`config.mk`:
```
export PLATFORM = sky130hd
export DESIGN_NAME = wb_stage
export DESIGN_NICKNAME = d
export VERILOG_FILES = /design/src/rtl/wb_stage.sv
export SDC_FILE = /design/constraint.sdc
export NUM_CORES = 1
export LEC_CHECK = 0
export ABC_AREA = 1
export BUFFER_PORTS_ARGS = -buffer_cell sky130_fd_sc_hd__buf_4
export CAP_MARGIN = 25
export CORE_ASPECT_RATIO = 0.6
export CORE_MARGIN = 1.5
export CORE_UTILIZATION = 46
export DETAILED_ROUTE_END_ITERATION = 8
export GPL_TIMING_DRIVEN = 0
export PLACE_DENSITY = 0.79
export REMOVE_ABC_BUFFERS = 1
export SKIP_LAST_GASP = 1
export SYNTH_ARGS = -nofsm -noshare
export SYNTH_HDL_FRONTEND = slang
export SYNTH_SLANG_ARGS = --single-unit
```
`constraint.sdc`:
```
create_clock -name clk -period 3.95 [get_ports clk]
set_input_delay 0.79 -clock clk [delete_from_list [all_inputs] [get_ports clk]]
set_output_delay 0.79 -clock clk [all_outputs]
set_load 0.01 [all_outputs]
```
`src/rtl/wb_stage.sv`:
```
// Writeback stage: selects register-file write data (ALU, load, PC+4), extracts
// sub-word loads, stalls on slow IO reads with a timeout, and counts retired writes.
module wb_stage #(
  parameter int          DWIDTH      = 32,
  parameter int          RAW         = 5,
  parameter int          IO_TIMEOUT  = 16,
  parameter logic [3:0]  DMEM_REGION = 4'b0001,
  parameter logic [3:0]  BIOS_REGION = 4'b0100,
  parameter logic [3:0]  IO_REGION   = 4'b1000
) (
  input  logic              clk,
  input  logic              rst,
  input  logic              valid_i,
  input  logic              flush_i,
  input  logic [RAW-1:0]    rd_i,
  input  logic              rd_we_i,
  input  logic [1:0]        wb_sel_i,
  input  logic [2:0]        funct3_i,
  input  logic [DWIDTH-1:0] addr_i,
  input  logic [DWIDTH-1:0] alu_result_i,
  input  logic [DWIDTH-1:0] pc_plus4_i,
  input  logic [DWIDTH-1:0] dmem_dout_i,
  input  logic [DWIDTH-1:0] bios_dout_i,
  input  logic [DWIDTH-1:0] io_dout_i,
  input  logic              io_valid_i,
  output logic              stall_o,
  output logic [RAW-1:0]    rd_o,
  output logic              rd_we_o,
  output logic [DWIDTH-1:0] wd_o,
  output logic              misalign_o,
  output logic              err_o,
  output logic [31:0]       wb_count_o,
  output logic              state_o
);

  // Handshake: there is no ready input; upstream must hold every input stable
  // for as long as stall_o is high, and an instruction is taken in any cycle
  // where valid_i=1 and stall_o=0.

  typedef enum logic {
    IDLE    = 1'b0,
    WAIT_IO = 1'b1
  } state_t;

  localparam int CW = (IO_TIMEOUT < 2) ? 1 : $clog2(IO_TIMEOUT + 1);

  state_t            state_q, state_d;
  logic [CW-1:0]     wait_q, wait_d;

  logic [3:0]        region;
  logic              is_dmem, is_bios, is_io, unmapped;
  logic              is_load, misaligned, wr_ok;
  logic [1:0]        offset;
  logic [DWIDTH-1:0] src, load_data, result;
  logic [7:0]        byte_v;
  logic [15:0]       half_v;

  logic              stall_c;
  logic              we_d, mis_d, err_d;
  logic [DWIDTH-1:0] wd_d;

  wire unused_addr_bits = ^addr_i[27:2];

  assign region   = addr_i[31:28];
  assign is_dmem  = (region == DMEM_REGION) || (region == 4'b0011);
  assign is_bios  = (region == BIOS_REGION);
  assign is_io    = (region == IO_REGION);
  assign unmapped = ~(is_dmem | is_bios | is_io);
  assign is_load  = (wb_sel_i == 2'b01);
  assign offset   = addr_i[1:0];
  assign wr_ok    = valid_i & rd_we_i & (rd_i != '0) & ~flush_i;

  always_comb begin
    src = '0;
    if (is_dmem)      src = dmem_dout_i;
    else if (is_bios) src = bios_dout_i;
    else if (is_io)   src = io_dout_i;
  end

  always_comb begin
    byte_v    = src[8*offset +: 8];
    half_v    = src[16*offset[1] +: 16];
    load_data = src;
    case (funct3_i)
      3'b000:  load_data = {{(DWIDTH-8){byte_v[7]}}, byte_v};
      3'b100:  load_data = {{(DWIDTH-8){1'b0}}, byte_v};
      3'b001:  load_data = {{(DWIDTH-16){half_v[15]}}, half_v};
      3'b101:  load_data = {{(DWIDTH-16){1'b0}}, half_v};
      default: load_data = src;
    endcase
  end

  // Undefined funct3 codes behave as LW, so they need full word alignment too.
  always_comb begin
    case (funct3_i)
      3'b000, 3'b100: misaligned = 1'b0;
      3'b001, 3'b101: misaligned = offset[0];
      default:        misaligned = (offset != 2'b00);
    endcase
  end

  always_comb begin
    case (wb_sel_i)
      2'b00:   result = alu_result_i;
      2'b01:   result = unmapped ? '0 : load_data;
      2'b10:   result = pc_plus4_i;
      default: result = '0;
    endcase
  end

  always_comb begin
    state_d = state_q;
    wait_d  = wait_q;
    stall_c = 1'b0;
    we_d    = 1'b0;
    wd_d    = '0;
    mis_d   = 1'b0;
    err_d   = 1'b0;
    case (state_q)
      IDLE: begin
        if (valid_i && !flush_i) begin
          if (is_load && is_io && !misaligned && !io_valid_i) begin
            state_d = WAIT_IO;
            wait_d  = CW'(1);
            stall_c = 1'b1;
          end else begin
            wd_d = result;
            if (is_load && misaligned) mis_d = 1'b1;
            else                       we_d  = wr_ok;
            err_d = is_load & unmapped;
          end
        end
      end
      WAIT_IO: begin
        wait_d = wait_q + CW'(1);
        // io_valid_i is checked before the timeout so late data still wins.
        if (flush_i) begin
          state_d = IDLE;
          wait_d  = '0;
        end else if (io_valid_i) begin
          state_d = IDLE;
          wait_d  = '0;
          wd_d    = load_data;
          we_d    = wr_ok;
        end else if (wait_q == CW'(IO_TIMEOUT)) begin
          state_d = IDLE;
          wait_d  = '0;
          we_d    = wr_ok;
          err_d   = 1'b1;
        end else begin
          stall_c = 1'b1;
        end
      end
      default: begin
        state_d = IDLE;
        wait_d  = '0;
      end
    endcase
  end

  assign stall_o = stall_c & ~rst;
  assign state_o = (state_q == WAIT_IO);

  always_ff @(posedge clk) begin
    if (rst) begin
      state_q    <= IDLE;
      wait_q     <= '0;
      rd_o       <= '0;
      rd_we_o    <= 1'b0;
      wd_o       <= '0;
      misalign_o <= 1'b0;
      err_o      <= 1'b0;
      wb_count_o <= '0;
    end else begin
      state_q    <= state_d;
      wait_q     <= wait_d;
      rd_o       <= rd_i;
      rd_we_o    <= we_d;
      wd_o       <= wd_d;
      misalign_o <= mis_d;
      err_o      <= err_d;
      wb_count_o <= wb_count_o + {31'd0, we_d};
    end
  end

endmodule

```
==> impl_metrics.ini <==
[setup_path]
startpoint_type = input pin
arrival_ns = 3.92
worstPathMaxFanout = 38
critPathRequiredTime_ns = 4.18
worstSetupPathType = input pin to flop
end_kind = flop

[detailed_routing]
vias_per_cell = 5.33
firstDrtPassIters = 6
wl_per_cell_um = 14.6
ant_nets = 0
num_vias = 6732
wl_um = 18500
first_iter_violations = 480
drc = 0

[pwr]
p_total_mw = 2.12
ir_drop_mv = 0.200
p_leak_nw = 3.64
powerDensity_mw_per_mm2 = 276

[timing]
fin_crit_ns = 3.69
timing.final.crit_share_pct = 93.4
finalHoldViolCount = 0
maxSlewViolCount = 0
maxSlewHeadroom_pct = 38.6
setup_viol = 0
tightest_slew_ns = 0.919
finalClockSkew_ns = 0.00582
max_freq_mhz = 271
rsz0062_at_grt = false

[logic_synthesis]
synth_ff_type = dfxtp_1
synth-async-reset-ratio_pct = 0
postSynthAreaPerCell_um2 = 6.16
synth.cell_area_mm2 = 0.00540
synth_edf_count = 0
ys_seq_area_share_pct = 28.9
syn_inst = 876
yosys_warnings = 0
ys_seq_elements = 78
ys_types = 42

[global_routing]
grt_pass1_vias = 5905
globalRouteMet1Util_pct = 40.2
grt_pass1_wl_um = 28600
grt.busiest_layer = met2
gr-usage-met2_pct = 45.5
grt-ovfl-total = 0
track_usage_pct = 29.3
grt.met3_usage_pct = 7.92
antenna_found_initial = 0
grt_max_degree = 68

[placed_design]
gp_congestion = 0.909
numPortBuffers = 255
hpwl_um = 14000
dp.cells = 1247
dpl-instance-area_mm2 = 0.00731

[clock_network]
h-tree-depth = 3
tritoncts = done
cts_sinks = 78
cts.clk_slew.worst_paths_ns = 0.06
insertion_delay_ns = 0.34
cts_inserted_buffers = 9
cts_buffer_depth = 2
cts_resized = 0
hold_buffers = 0
cts_setup_buffers = 0
cts-root-buf = clkbuf_16

[final_layout]
num_antenna_cells = 0
layout-drive-gt1-share_pct = 29.5
nNetsFinal = 1311
post-route-util_pct = 67.6
synthToLayoutAreaGrowth_pct = 42.4
instances_no_fill = 1264
fin_area_mm2 = 0.00768

[floorplanning]
die_h_um = 86.9
initial_core_util_pct = 47.4
die_w_um = 143
rows = 30
core_area_mm2 = 0.0114
die_area_mm2 = 0.0124
ios = 282

[min_path]
hp-class = flop to flop

[run]
maxCapViolations = 0

[status]
outcome = completed
[cell usage after synthesis, types with 3 or more instances]
cell       number  area, um^2
nand2_1       264         991
nand3_1       143         716
a21oi_1        80         400
dfxtp_1        78        1560
inv_1          67         251
nor2_1         45         169
o21ai_0        37         185
clkbuf_1       28         105
nand3_2        16         160
nor3_1         16        80.1
buf_2          10        50.1
nand4_1         7        43.8
nor2_2          7        43.8
inv_2           6        22.5
o21a_1          6        45.0
or2_2           6        37.5
buf_6           5        56.3
a31oi_1         4        25.0
ha_1            4        50.1
nand2_2         4        25.0
nor2_4          4        45.0
o2bb2ai_1       4        35.0
xor2_1          4        35.0
clkinv_1        3        11.3
nor3_2          3        30.0
o21ai_1         3        15.0
[cell families after synthesis]
kind of cell | Yosys count | synth area share, %
AOI/OAI and AO/OA | 143 | 14.4
xor gates and xnor gates | 6 | 0.974
adders and majority gates | 4 | 0.928
buffers and inverters | 121 | 9.48
DFF | 78 | 28.9
and+or+nand+nor | 524 | 45.3
[placed cells by master, fill, tap and decap left out, drive strengths merged, types with 3 or more instances in the layout]
master    instances
a31oi             4
nor2             56
or2               6
xor2              4
buf             257
o2bb2ai           4
clkinv            3
o21a              6
inv              73
dfxtp            78
clkbuf           11
nand4             8
ha                4
nor3             20
o21ai            40
a21oi            80
nand2           269
nand3           160
clkinvlp          3
[per-stage QoR]
stage	hold slack, ns	worst slack [ns]	setup TNS, ns
3_3_place_gp	0.470	-0.514	-15.54
3_5_place_dp	0.479	-0.345	-1.64
4_1_cts	0.489	0.00276	0
5_1_grt	0.514	0.0406	0
2_1_floorplan	0.446	0.719	0
6_report	0.489	0.262	0
[worst max-delay path, stage by stage]
cell      delay [ns]
buf_4           0.24
inv_4           0.16
nand2_4         0.12
a22oi_2         0.20
or2_2           0.16
a21oi_1         0.07
nor3_1          0.18
ha_1            0.24
ha_1            0.20
nand2_2         0.09
nor2_4          0.14
nand2_1         0.11
nor2_2          0.17
nand2_1         0.09
nor2_2          0.10
nand2_1         0.07
nor2_2          0.15
nand3b_1        0.18
nor3_4          0.24
nand2_1         0.08
nand2_1         0.07
a21oi_1         0.04
[layer usage]
layer / up-vias / share of wire (%)
li1: 3360 / -
met1: 3018 / 44
met2: 323 / 43
met3: 31 / 10
met4: 0 / 2.1
met5: - / 0
[registers in the layout (all words and copies together) (netlist names)]
register,flops
wd_o,32
err_o,1
rd_we_o,1
wb_count_o,32
wait_q,5
rd_o,5
misalign_o,1
state_o,1
[report_power, final]
| group | internal, mW | switching, mW |
|---|---|---|
| Clock | 0.571 | 0.341 |
| Sequential | 0.797 | 0.00297 |
| Combinational | 0.194 | 0.218 |
| Total | 1.56 | 0.562 |
[path summary, 6_finish.rpt]
path | startpoint | endpoint | slack, ns | cells past startpoint
worst max-delay path | funct3_i[1] | wb_count_o[26] | 0.26 | 22
worst min-delay path | wb_count_o[31] | wb_count_o[31] | 0.49 | 2
worst max register to register | wait_q[0] | wb_count_o[26] | 0.53 | 23
worst min register to register | wb_count_o[31] | wb_count_o[31] | 0.49 | 2
[cell type report]
| class | count | area [um^2] |
|---|---|---|
| clock buffers | 11 | 243 |
| clock inverters | 5 | 82.6 |
| fillers | 1068 | 3690 |
| inverters | 76 | 292 |
| multi-input cells | 677 | 3360 |
| flip-flops and latches | 78 | 1560 |
| well taps | 160 | 200 |
| repair buffers | 257 | 1950 |
Power figures use the tool's default switching activity.
